### src/rtl/rs_issue_sched.sv
// Round-robin issue scheduler between the reservation station and NUM_FU ALUs.
// Optional macro ISSUE_PERF_CNT_EN adds a saturating stall_cnt output.
module rs_issue_sched #(
  parameter int NUM_RS = 8,
  parameter int NUM_FU = 2,
  parameter int IDX_W  = 3
) (
  input  logic                    clock,
  input  logic                    reset,
  input  logic                    en,
  input  logic                    squash,
  input  logic [NUM_RS-1:0]       req,
  input  logic [NUM_FU-1:0]       fu_ready,
  output logic [NUM_FU-1:0]       grant_valid,
  output logic [NUM_FU*IDX_W-1:0] grant_idx,
  output logic [NUM_RS-1:0]       issue_ack
`ifdef ISSUE_PERF_CNT_EN
  , output logic [31:0]           stall_cnt
`endif
);

  typedef enum logic {ST_IDLE = 1'b0, ST_HOLD = 1'b1} fu_state_t;

  fu_state_t          state_r [NUM_FU];
  logic [IDX_W-1:0]   idx_r [NUM_FU];
  logic [IDX_W-1:0]   rr_ptr_r;

  logic [NUM_FU-1:0]  fire_s;
  logic [NUM_RS-1:0]  ack_s;
  logic [NUM_RS-1:0]  held_s;
  logic [NUM_RS-1:0]  cand_s;
  logic [NUM_FU-1:0]  pick_s;
  logic [IDX_W-1:0]   pick_idx_s [NUM_FU];
  logic [IDX_W-1:0]   rr_ptr_nxt_s;

  function automatic logic [IDX_W-1:0] wrap_inc(input logic [IDX_W-1:0] v);
    if ({1'b0, v} == (IDX_W+1)'(NUM_RS - 1)) return '0;
    else return v + IDX_W'(1);
  endfunction

  // Handshakes, ack vector and round-robin candidate selection per FU
  always_comb begin : pick_blk
    logic [IDX_W:0] pos;
    pos          = '0;
    fire_s       = '0;
    ack_s        = '0;
    held_s       = '0;
    pick_s       = '0;
    rr_ptr_nxt_s = rr_ptr_r;
    for (int f = 0; f < NUM_FU; f++) begin
      pick_idx_s[f] = '0;
      fire_s[f] = (state_r[f] == ST_HOLD) & fu_ready[f] & en & ~squash & ~reset;
      if (fire_s[f]) ack_s[idx_r[f]] = 1'b1;
      else if (state_r[f] == ST_HOLD) held_s[idx_r[f]] = 1'b1;
      else held_s = held_s;
    end
    // An entry being acked this cycle is freed by the RS; never re-pick it.
    cand_s = req & ~held_s & ~ack_s;
    for (int f = 0; f < NUM_FU; f++) begin
      if ((state_r[f] == ST_IDLE) || fire_s[f]) begin
        for (int off = 0; off < NUM_RS; off++) begin
          pos = {1'b0, rr_ptr_r} + (IDX_W+1)'(off);
          if (pos >= (IDX_W+1)'(NUM_RS)) pos = pos - (IDX_W+1)'(NUM_RS);
          else pos = pos;
          if (!pick_s[f] && cand_s[pos[IDX_W-1:0]]) begin
            pick_s[f]     = 1'b1;
            pick_idx_s[f] = pos[IDX_W-1:0];
          end else begin
            pick_s[f] = pick_s[f];
          end
        end
        if (pick_s[f]) begin
          cand_s[pick_idx_s[f]] = 1'b0;
          rr_ptr_nxt_s          = wrap_inc(pick_idx_s[f]);
        end else begin
          cand_s = cand_s;
        end
      end else begin
        pick_s[f] = 1'b0;
      end
    end
  end

  // Per-FU IDLE/HOLD state, held index and round-robin pointer
  always_ff @(posedge clock) begin
    if (reset) begin
      for (int f = 0; f < NUM_FU; f++) begin
        state_r[f] <= ST_IDLE;
        idx_r[f]   <= '0;
      end
      rr_ptr_r <= '0;
    end else if (squash) begin
      for (int f = 0; f < NUM_FU; f++) state_r[f] <= ST_IDLE;
    end else if (en) begin
      for (int f = 0; f < NUM_FU; f++) begin
        if ((state_r[f] == ST_IDLE) || fire_s[f]) begin
          state_r[f] <= pick_s[f] ? ST_HOLD : ST_IDLE;
          if (pick_s[f]) idx_r[f] <= pick_idx_s[f];
        end
      end
      if (|pick_s) rr_ptr_r <= rr_ptr_nxt_s;
    end
  end

  // Flatten registered per-FU state onto the output ports
  always_comb begin
    grant_valid = '0;
    grant_idx   = '0;
    for (int f = 0; f < NUM_FU; f++) begin
      grant_valid[f]                = (state_r[f] == ST_HOLD);
      grant_idx[f*IDX_W +: IDX_W]   = idx_r[f];
    end
  end

  assign issue_ack = ack_s;

`ifdef ISSUE_PERF_CNT_EN
  // Saturating count of enabled cycles where some pending grant is stalled
  always_ff @(posedge clock) begin
    if (reset) stall_cnt <= 32'd0;
    else if (en && (|(grant_valid & ~fu_ready)) && (stall_cnt != 32'hFFFF_FFFF))
      stall_cnt <= stall_cnt + 32'd1;
  end
`endif

  rs_issue_sched_chk #(.NUM_RS(NUM_RS), .NUM_FU(NUM_FU), .IDX_W(IDX_W)) u_chk (
    .clock       (clock),
    .reset       (reset),
    .req         (req),
    .grant_valid (grant_valid),
    .grant_idx   (grant_idx),
    .issue_ack   (issue_ack)
  );

endmodule

// Protocol and invariant checks for the issue scheduler.
module rs_issue_sched_chk #(
  parameter int NUM_RS = 8,
  parameter int NUM_FU = 2,
  parameter int IDX_W  = 3
) (
  input logic                    clock,
  input logic                    reset,
  input logic [NUM_RS-1:0]       req,
  input logic [NUM_FU-1:0]       grant_valid,
  input logic [NUM_FU*IDX_W-1:0] grant_idx,
  input logic [NUM_RS-1:0]       issue_ack
);

  // RS must keep req up for held entries; no entry held twice; acks bounded
  always @(posedge clock) begin
    if (!reset) begin
      for (int f = 0; f < NUM_FU; f++) begin
        if (grant_valid[f])
          assert (req[grant_idx[f*IDX_W +: IDX_W]])
          else $error("req dropped for held entry %0d (fu %0d)", grant_idx[f*IDX_W +: IDX_W], f);
        for (int g = f + 1; g < NUM_FU; g++)
          if (grant_valid[f] && grant_valid[g])
            assert (grant_idx[f*IDX_W +: IDX_W] != grant_idx[g*IDX_W +: IDX_W])
            else $error("entry held by fu %0d and fu %0d", f, g);
      end
      assert ($countones(issue_ack) <= NUM_FU) else $error("too many acks: %b", issue_ack);
    end
  end

endmodule

### config.mk
export PLATFORM = sky130hd
export DESIGN_NAME = rs_issue_sched
export DESIGN_NICKNAME = d
export VERILOG_FILES = /design/src/rtl/rs_issue_sched.sv
export SDC_FILE = /design/constraint.sdc
export NUM_CORES = 1
export LEC_CHECK = 0
export CORE_MARGIN = 10
export CORE_UTILIZATION = 40
export CTS_BUF_LIST = sky130_fd_sc_hd__clkbuf_4 sky130_fd_sc_hd__clkbuf_8
export DETAILED_ROUTE_END_ITERATION = 10
export SETUP_SLACK_MARGIN = 0.2
export SLEW_MARGIN = 10
export SYNTH_ARGS = -nofsm -noshare
export SYNTH_HDL_FRONTEND = slang
export SYNTH_SLANG_ARGS = --single-unit
### constraint.sdc
create_clock -name clock -period 6.1 [get_ports clock]
set_input_delay 1.83 -clock clock [delete_from_list [all_inputs] [get_ports clock]]
set_output_delay 1.83 -clock clock [all_outputs]
set_load 0.05 [all_outputs]
==> results.ini, run 1 <==
[status]
status = finished, violations left
violations = setup timing

[logic_synthesis]
synth_fa_ha_area_frac = 0.0171
async_reset_ff_frac = 0
ys_seq_area_frac = 0.103
yosysWarnings = 0
ys_ff_latch = 11
synthMuxAreaShare = 0.0993
synthDistinctLibCells = 80
synth_xor_area_frac = 0.0180
synthSimpleGateAreaFrac = 0.379
synth_top_family_by_area = simple AND/OR/NAND/NOR gates
synth_edf_count = 8
avgSynthCellArea_um2 = 7.52
ys.flop_type = edfxtp_1
synth_compound_area_frac = 0.335
syn-num-nets = 407
syn_inst = 389
netlist_area_um2 = 2920

[global_routing]
grt_util_met2 = 0.365
grt.met1_usage = 0.270
grt_pass1_vias = 3753
grt_start_max_net_pins = 20
grt.met3_usage = 0.0262
grt-busiest-layer = met2
gr-total-overflow = 0
grt_pass1_wl_um = 19700
antenna_found_initial = 0
grt_usage = 0.213

[floorplanning]
die_w_um = 106
core_um2 = 7180
die-area_um2 = 11100
rows = 31
die_h_um = 106
start_util = 0.407
num_io_pins = 30

[cts]
clock_sinks = 11
cts_tree = yes
htree_levels = 1
insertion_delay_ns = 0.24
cts.reportedPaths.clkPinSlew_ns = 0.06
cts_buffers = 3
cts_root_buffer = clkbuf_8
cts.path.max_buffers = 2

[worst_setup_path]
critPathLaunchType = primary input
crit_type = primary input to register
crit_fanout = 4
reg2reg_depth = 24
endpoint = rr_ptr_r[2]
crit_arrival_ns = 6.34
cp.required_ns = 6.23
startpoint = req[1]
rrSetupSlack_ns = 0.29
rr_endpoint = rr_ptr_r[2]
reg2reg_from = rr_ptr_r[0]
endpoint_kind = register

[cells_and_area]
synthToLayoutAreaGrowth_pct = 57.4
layout.cells.most_common_list = buf_4 (124), nand2_1 (37), nor2_1 (37), nand4_1 (17), clkdlybuf4s50_1 (13)
final_cells = 622
nFillCells = 659
layout_commonest_cell = buf_4
diodes = 0
nets = 542
drive_above_1_share = 0.432

[route]
wire_per_inst_um = 20.1
antenna_left = 0
vias_per_cell = 6.30
via_count = 3920
totalWireLength_um = 12500
drc = 0
drt_iter0_markers = 371
first_pass_iters = 5

[timing]
rsz0062_at_grt = true
period_share = 1.02
tightest_slew_ns = 1.06
max_freq_mhz = 161
fin_skew_ns = 0.00680
finalSetupViolations = 2
slew_viol_final = 0
hold_violations = 0
setup_ws_ns = -0.102
fin_crit_ns = 6.20
max_slew_margin = 0.286

[place]
portBuffers = 29
dp_worst_setup_slack_ns = -0.721
place.gp.congestion = 0.986
dp_hpwl_um = 9810
dp.cells = 596

[pwr]
p_leak_uw = 0.00186
ir_worst_vdd_mv = 0.513
powerDensity_nw_per_um2 = 661

[min_path]
hp-class = register to register

[job]
drv_cap = 0

cells by family after synthesis:
family          after synthesis
simple gates                191
fa+ha+maj                     4
compound gates              124
mux                          17
flops                        11
buf+inv                      36
xor+xnor                      6
worst min-delay path by stage:
stage / startpoint / slack, ns / cells after the start / endpoint
finish: rr_ptr_r[1] / 0.81 / 3 / rr_ptr_r[1]
CTS: rr_ptr_r[1] / 0.80 / 3 / rr_ptr_r[1]
detailed placement: rr_ptr_r[1] / 0.78 / 3 / rr_ptr_r[1]
floorplan: rr_ptr_r[1] / 1.01 / 4 / rr_ptr_r[1]
global route: rr_ptr_r[1] / 0.84 / 3 / rr_ptr_r[1]
global placement: rr_ptr_r[1] / 0.78 / 3 / rr_ptr_r[1]
power breakdown:
group | switching (µW) | leakage (µW) | total (µW) | internal (µW)
Sequential | 41.2 | 0.000111 | 141 | 100
Combinational | 1440 | 0.00172 | 2830 | 1390
Clock | 29.7 | 0.0000255 | 74.7 | 45.0
per-layer routing:
layer,vias to the layer above,part of all wire
li1,1844,-
met1,1896,0.43
met2,151,0.49
met3,29,0.050
met4,0,0.030
met5,-,0
Yosys cell counts, types with 5 or more instances:
| cell | n | area [µm²] |
|---|---|---|
| nand2_1 | 39 | 146 |
| nor2_1 | 38 | 143 |
| nand4_1 | 17 | 106 |
| clkbuf_1 | 16 | 60.1 |
| o22ai_1 | 14 | 87.6 |
| nand3_1 | 13 | 65.1 |
| nor3_1 | 13 | 65.1 |
| o21ai_0 | 13 | 65.1 |
| a21oi_1 | 12 | 60.1 |
| inv_1 | 11 | 41.3 |
| o211ai_1 | 11 | 82.6 |
| and4_1 | 10 | 87.6 |
| mux4_2 | 9 | 203 |
| nand4b_1 | 9 | 78.8 |
| edfxtp_1 | 8 | 240 |
| and2_1 | 7 | 43.8 |
| nand2b_1 | 7 | 43.8 |
| a211oi_1 | 6 | 45.0 |
| buf_2 | 6 | 30.0 |
| a21o_1 | 5 | 37.5 |
| o311a_1 | 5 | 50.1 |
| or2_2 | 5 | 31.3 |
state kept, by name (all words and copies together) (netlist names):
signal and flops:
idx_r 6, state_r 2, rr_ptr_r 3
area by class of cell:
| type | instances | area [µm²] | share of cell area |
|---|---|---|---|
| multi-input cells | 343 | 2810 | 0.611 |
| repair buffers | 154 | 1280 | 0.278 |
| flip-flops and latches | 11 | 300 | 0.0652 |
| well taps | 99 | 124 | 0.0269 |
| clock buffers | 3 | 41.3 | 0.00897 |
| inverters | 11 | 41.3 | 0.00897 |
| clock inverters | 1 | 5.00 | 0.00109 |
stage by stage:
step                      hold slack, ns  cell area [µm²]  setup TNS (ns)   util  total power [µW]
after floorplan                     1.01             3060               0      -              1560
after global placement             0.779             4190           -2.76  0.584              2510
after detailed placement           0.780             4190           -3.21  0.584              2510
after CTS                          0.798             4490        -0.00325  0.626              2840
after global routing               0.838             4600          -0.516  0.642              3250
final                              0.809             4600          -0.108  0.642              3040
critical path, stage by stage:
cell      delay (ns)
buf_6           0.10
and4_4          0.18
or2_1           0.24
mux4_2          0.53
nand3b_4        0.21
buf_12          0.15
nor4_4          0.30
buf_4           0.17
o22ai_2         0.11
mux2_2          0.31
o21a_1          0.23
a211oi_2        0.28
o221ai_2        0.14
buf_4           0.17
or2_4           0.24
o221ai_2        0.19
o41ai_2         0.11
inv_1           0.12
ha_4            0.14
ha_4            0.18
mux2_4          0.26
o22ai_2         0.08
nor2_1          0.05
repair_timing:
item | in CTS | in global routing
setup buffers | 16 | 5
cloned | 1 | 0
resized for setup | 58 | 20
pin swaps | 28 | 18
endpoints found under the hold margin | 0 | 0
hold buffers | 0 | 0
endpoints found under the setup margin | 10 | 9
No activity file was read; power rests on OpenSTA's default activity.
==> run 2, diff against run 1 <==
--- a/config.mk
+++ b/config.mk
@@ -9,6 +9,7 @@
 export CORE_UTILIZATION = 40
 export CTS_BUF_LIST = sky130_fd_sc_hd__clkbuf_4 sky130_fd_sc_hd__clkbuf_8
 export DETAILED_ROUTE_END_ITERATION = 10
+export GPL_TIMING_DRIVEN = 0
 export SETUP_SLACK_MARGIN = 0.2
 export SLEW_MARGIN = 10
 export SYNTH_ARGS = -nofsm -noshare
==> run 2 against run 1 <==
Against the previous run: the flow still finishes with violations (setup timing); clock-buffer cell count unchanged; routed wire length increased by 2.3%; sequential power fell by 16%; sequential share of layout area is 0.22 points higher; first-iteration DRC count is 17% higher; global-route usage shrank 0.42 points; die area unchanged; largest cell class unchanged; highest routed layer unchanged.
==> results.ini, run 2 (synthesis gave the netlist of run 1 again) <==
[status]
status = finished, violations left
violations = setup timing

[timing]
holdWs_ns = 0.964  ; +0.155 ns
slew_viol_final = 0  ; unchanged
max_freq_mhz = 160  ; -0.68%
fin_setup_tns_ns = -0.172  ; -0.0634 ns
fin_crit_ns = 6.24  ; +0.0427 ns
setup_ws_ns = -0.145  ; -0.0427 ns
fin_skew_ns = 0.000376  ; -0.00642 ns
hold_violations = 0  ; unchanged
max_slew_margin = 0.288  ; +0.00131
rsz0062_at_grt = true
period_share = 1.02  ; +0.00700
tightest_slew_ns = 1.06  ; -0.00195 ns
finalSetupViolations = 3  ; +1

[route]
drt_iter0_markers = 433  ; +17%
vias_per_cell = 6.75  ; +7.1%
antenna_left = 0  ; unchanged
via_count = 3940  ; +0.51%
first_pass_iters = 5  ; unchanged
drc = 0  ; unchanged
wire_per_inst_um = 21.9  ; +8.9%
totalWireLength_um = 12800  ; +2.3%

[worst_setup_path]
cp.required_ns = 6.23  ; about the same
crit_type = primary input to register
rr_endpoint = rr_ptr_r[2]
critPathLaunchType = primary input
rrSetupSlack_ns = 0.02  ; -0.27 ns
reg2reg_from = rr_ptr_r[0]
reg2reg_depth = 25  ; +4.2%
endpoint_kind = register
crit_arrival_ns = 6.38  ; +0.04 ns
crit_fanout = 8  ; +4

[cts]
clock_sinks = 11  ; unchanged
cts_buffers = 3  ; unchanged
cts_tree = yes
insertion_delay_ns = 0.24  ; about the same
cts.reportedPaths.clkPinSlew_ns = 0.05  ; about the same
cts_root_buffer = clkbuf_8
cts.path.max_buffers = 2  ; unchanged
htree_levels = 1  ; unchanged
cts.hold.buffers_added = 0  ; unchanged

[global_routing]
grt_usage = 0.209  ; -0.00421
grt_start_max_net_pins = 11  ; -45%
grt_pass1_vias = 3687  ; -1.8%
grt_pass1_wl_um = 19300  ; -1.8%
gr-total-overflow = 0  ; unchanged
antenna_found_initial = 0  ; unchanged

[min_path]
hp-class = register to register
holdCritStartpoint = state_r[0][0]
hold_depth = 4  ; +1
hold_end = state_r[0][0]

[cells_and_area]
largest_reg_flops = 6  ; unchanged
diodes = 0  ; unchanged
layout_commonest_cell = buf_4
final_cells = 584  ; -6.1%
reg_top3 = idx_r: 6 flops, rr_ptr_r: 3 flops, state_r: 2 flops
largest-register = idx_r
nets = 504  ; -7.0%
layout.cells.most_common_list = buf_4 (52), nand2_1 (36), nor2_1 (32), nand4_1 (17), clkdlybuf4s50_1 (13)
synthToLayoutAreaGrowth_pct = 52.3
drive_above_1_share = 0.398  ; -0.0342

[floorplanning]
num_io_pins = 30  ; unchanged
rows = 31  ; unchanged
core_um2 = 7180  ; unchanged
die-area_um2 = 11100  ; unchanged
die_h_um = 106  ; unchanged
die_w_um = 106  ; unchanged
start_util = 0.407  ; unchanged

[place]
place.gp.congestion = 0.959  ; -2.7%
portBuffers = 29  ; unchanged
dp_worst_setup_slack_ns = -1.25  ; -0.529 ns
dp_hpwl_um = 8930  ; -9.0%
dp.cells = 517  ; -13%

[job]
drv_cap = 0  ; unchanged

[pwr]
powerDensity_nw_per_um2 = 673  ; +1.8%
ir_worst_vdd_mv = 0.431  ; -16%
p_leak_uw = 0.00170  ; -8.7%

[run 2: final cells by class]
class | instances | area, µm²
multi-input cells | 342 | 3010
fillers | 660 | 2720
repair buffers | 92 | 823
flip-flops and latches | 11 | 300
well taps | 99 | 124
plain buffers | 25 | 114
clock buffers | 3 | 41.3
inverters | 11 | 41.3
clock inverters | 1 | 5.00
[run 2: what timing repair did]
item	in CTS	in global routing
hold endpoints to repair	0	0
pin swaps	41	22
cloned	0	0
buffers inserted	53	10
resized for setup	123	29
endpoints found under the setup margin	18	18
[run 2: how the worst max path moves through the flow]
stage | end | cells after the start | start
finish | rr_ptr_r[2] | 21 | req[7]
global route | rr_ptr_r[2] | 23 | req[7]
CTS | rr_ptr_r[2] | 19 | req[7]
detailed placement | rr_ptr_r[2] | 18 | req[2]
global placement | rr_ptr_r[2] | 18 | req[2]
floorplan | rr_ptr_r[2] | 17 | req[6]
[run 2: stage by stage]
step | utilization | instance area, µm² | total power [µW]
2_1_floorplan | - | 3060 | 1560
3_3_place_gp | 0.484 | 3470 | 1980
3_5_place_dp | 0.484 | 3470 | 2000
4_1_cts | 0.597 | 4280 | 2710
5_1_grt | 0.621 | 4450 | 3150
6_report | 0.621 | 4450 | 3000
[run 2: power by group]
group	internal (µW)	leakage (µW)	total [µW]	switching, µW
sequential	99.8	0.000111	119	19.2
clock	45.1	0.0000255	75.6	30.5
combinational	1270	0.00156	2810	1540
[run 2: layer usage]
layer,part of all wire,vias to the layer above,track usage
li1,-,1780,-
met1,0.40,1879,0.261
met2,0.49,230,0.356
met3,0.070,51,0.0268
met4,0.039,0,0.0841
met5,0,-,0
[run 2: worst max-delay path, stage by stage]
cell,delay (ns)
buf_8,0.10
and4_4,0.18
or2_4,0.26
mux4_2,0.50
nand3b_4,0.25
or4_4,0.49
o311ai_4,0.09
buf_6,0.17
nand3_2,0.08
a22o_4,0.29
a2111oi_4,0.45
o221ai_4,0.20
buf_6,0.15
nor4b_4,0.24
o21ai_1,0.09
nand4b_1,0.22
ha_4,0.18
ha_4,0.19
mux2_4,0.26
o22ai_2,0.08
nor2_1,0.06
==> run 3, diff against run 2 <==
--- a/config.mk
+++ b/config.mk
@@ -5,9 +5,11 @@
 export SDC_FILE = /design/constraint.sdc
 export NUM_CORES = 1
 export LEC_CHECK = 0
+export ABC_AREA = 0
 export CORE_MARGIN = 10
 export CORE_UTILIZATION = 40
-export CTS_BUF_LIST = sky130_fd_sc_hd__clkbuf_4 sky130_fd_sc_hd__clkbuf_8
+export CTS_BUF_LIST = sky130_fd_sc_hd__clkbuf_16
+export CTS_CLUSTER_SIZE = 14
 export DETAILED_ROUTE_END_ITERATION = 10
 export GPL_TIMING_DRIVEN = 0
 export SETUP_SLACK_MARGIN = 0.2
==> run 3 against run 2 <==
Against the previous run: the run still ends with setup timing left; register-to-register slack about the same; maximum frequency about the same; clock-buffer cell count unchanged; clock skew up 0.0013 ns; first-iteration DRC count down 5.5%; clock power up 60%; combinational power about the same; sequential share of layout area down 0.051 points; final cell count unchanged; routed wire length up 0.24%; flip-flop and latch count unchanged; sequential power about the same; critical endpoint unchanged.
==> results.ini, run 3 (synthesis gave the netlist of run 1 again) <==
[global_routing]
grt_usage = 0.209  ; +0.000377
grt_pass1_wl_um = 19300  ; about the same
grt_pass1_vias = 3690  ; +0.081%
grt_start_max_net_pins = 11  ; unchanged
antenna_found_initial = 0  ; unchanged
gr-total-overflow = 0  ; unchanged

[cells_and_area]
largest_reg_flops = 6  ; unchanged
nets = 504  ; unchanged
layout.cells.most_common_list = buf_4 (52), nand2_1 (36), nor2_1 (32), nand4_1 (17), clkdlybuf4s50_1 (13)
final_util = 0.625  ; +0.00471
layout_commonest_cell = buf_4
largest-register = idx_r
reg_top3 = idx_r: 6 flops, rr_ptr_r: 3 flops, state_r: 2 flops
nFillCells = 654  ; -0.91%
drive_above_1_share = 0.398  ; unchanged
diodes = 0  ; unchanged
synthToLayoutAreaGrowth_pct = 53.5

[cts]
htree_levels = 1  ; unchanged
cts.reportedPaths.clkPinSlew_ns = 0.04  ; about the same
cts.path.max_buffers = 2  ; unchanged
cts_root_buffer = clkbuf_16
clock_sinks = 11  ; unchanged
cts_buffers = 3  ; unchanged
cts_tree = yes
insertion_delay_ns = 0.24  ; about the same
cts.hold.buffers_added = 0  ; unchanged

[worst_setup_path]
critPathLaunchType = primary input
endpoint_kind = register
crit_arrival_ns = 6.37  ; about the same
cp_cell_sequence = buf_8 > and4_4 > or2_4 > mux4_2 > nand3b_4 > or4_4 > o311ai_4 > buf_6 > nand3_2 > a22o_4 > a2111oi_4 > o221ai_4 > buf_6 > nor4b_4 > o21ai_1 > nand4b_1 > ha_4 > ha_4 > mux2_4 > o22ai_2 > nor2_1
max_stage_delay_ns = 0.51  ; about the same
path_buf_inv = 3  ; unchanged
cp.required_ns = 6.22  ; about the same
path_delay_family = simple AND/OR/NAND/NOR gates
critPathSlowestCell = mux4_2
crit_type = primary input to register
crit_fanout = 8  ; unchanged

[place]
dp_hpwl_um = 8930  ; unchanged
portBuffers = 29  ; unchanged
place.gp.congestion = 0.959  ; unchanged

[route]
drc = 0  ; unchanged
drt_iter0_markers = 409  ; -5.5%
vias_per_cell = 6.80  ; +0.81%
wire_per_inst_um = 22.0  ; +0.24%
via_count = 3972  ; +0.81%
totalWireLength_um = 12800  ; +0.24%
antenna_left = 0  ; unchanged
first_pass_iters = 5  ; unchanged

[pwr]
p_leak_uw = 0.00171  ; +0.91%
total_power_uw = 3050  ; +1.6%
ir_worst_vdd_mv = 0.432  ; +0.16%
powerDensity_nw_per_um2 = 679  ; +0.86%

[floorplanning]
die_w_um = 106  ; unchanged
die-area_um2 = 11100  ; unchanged
num_io_pins = 30  ; unchanged
die_h_um = 106  ; unchanged
start_util = 0.407  ; unchanged
rows = 31  ; unchanged
core_um2 = 7180  ; unchanged

[timing]
rsz0062_at_grt = true
fin_skew_ns = 0.00172  ; +0.00135 ns
fin_setup_tns_ns = -0.177  ; -0.00501 ns
fin_crit_ns = 6.25  ; +0.0000770 ns
max_freq_mhz = 160  ; about the same
tightest_slew_ns = 1.06  ; -0.00112 ns
period_share = 1.02  ; about the same
hold_violations = 0  ; unchanged
max_slew_margin = 0.289  ; +0.000753
setup_ws_ns = -0.145  ; -0.0000770 ns
finalSetupViolations = 3  ; unchanged
slew_viol_final = 0  ; unchanged

[job]
drv_cap = 0  ; unchanged

[min_path]
hp-class = register to register

[status]
status = finished, violations left
violations = setup timing

==> run 3: cell counts in the layout (fill, tap and decap cells not counted) <==
Identical to the previous run, type by type.
==> run 3: tightest hold or removal path, cell delays in order (launching register included) <==
cell	delay (ns)
edfxtp_1	0.41
buf_2	0.20
inv_1	0.08
o21ai_0	0.07
nand2_1	0.07
==> run 3: layout make-up <==
class,count,area [µm²],share of cell area
Multi-Input combinational cell,342,3010,0.670
Sequential cell,11,300,0.0669
Clock buffer,3,75.1,0.0167
Clock inverter,1,5.00,0.00112
Inverter,11,41.3,0.00920
Timing Repair Buffer,92,823,0.183
Buffer,25,114,0.0254
Tap cell,99,124,0.0276
==> run 3: worst paths after layout <==
path,endpoint,slack (ns),startpoint,cells after the start
max,rr_ptr_r[2],-0.15,req[7],21
min,state_r[0][0],0.96,state_r[0][0],4
max reg2reg,rr_ptr_r[2],0.03,rr_ptr_r[0],25
min reg2reg,state_r[0][0],0.96,state_r[0][0],4
==> run 3: layer usage <==
layer / vias up / GRT usage / part of all wire
met5: - / 0 / 0
met4: 0 / 0.0870 / 0.041
met3: 54 / 0.0268 / 0.083
met2: 250 / 0.356 / 0.49
met1: 1891 / 0.261 / 0.39
li1: 1777 / - / -
==> run 3: power by group <==
group	internal, µW	switching [µW]	leakage [µW]
Sequential	100	19.4	0.000111
Clock	86.9	34.2	0.0000409
Combinational	1270	1540	0.00156
==> run 3: per-stage QoR <==
step                instances  setup slack (ns)  area [µm²]  hold WS [ns]
finish                    584            -0.145        4490         0.959
detailed placement        517             -1.25        3470         0.950
global placement          517             -1.21        3470         0.935
global route              584            -0.327        4490          1.06
floorplan                 389            0.0300        3060          1.01
CTS                       574           -0.0887        4320         0.965
==> run 3: timing repair <==
| action | CTS | global route |
|---|---|---|
| buffers inserted | 53 | 10 |
| pin swaps | 41 | 22 |
| resized for setup | 123 | 29 |
| endpoints found under the setup margin | 18 | 18 |
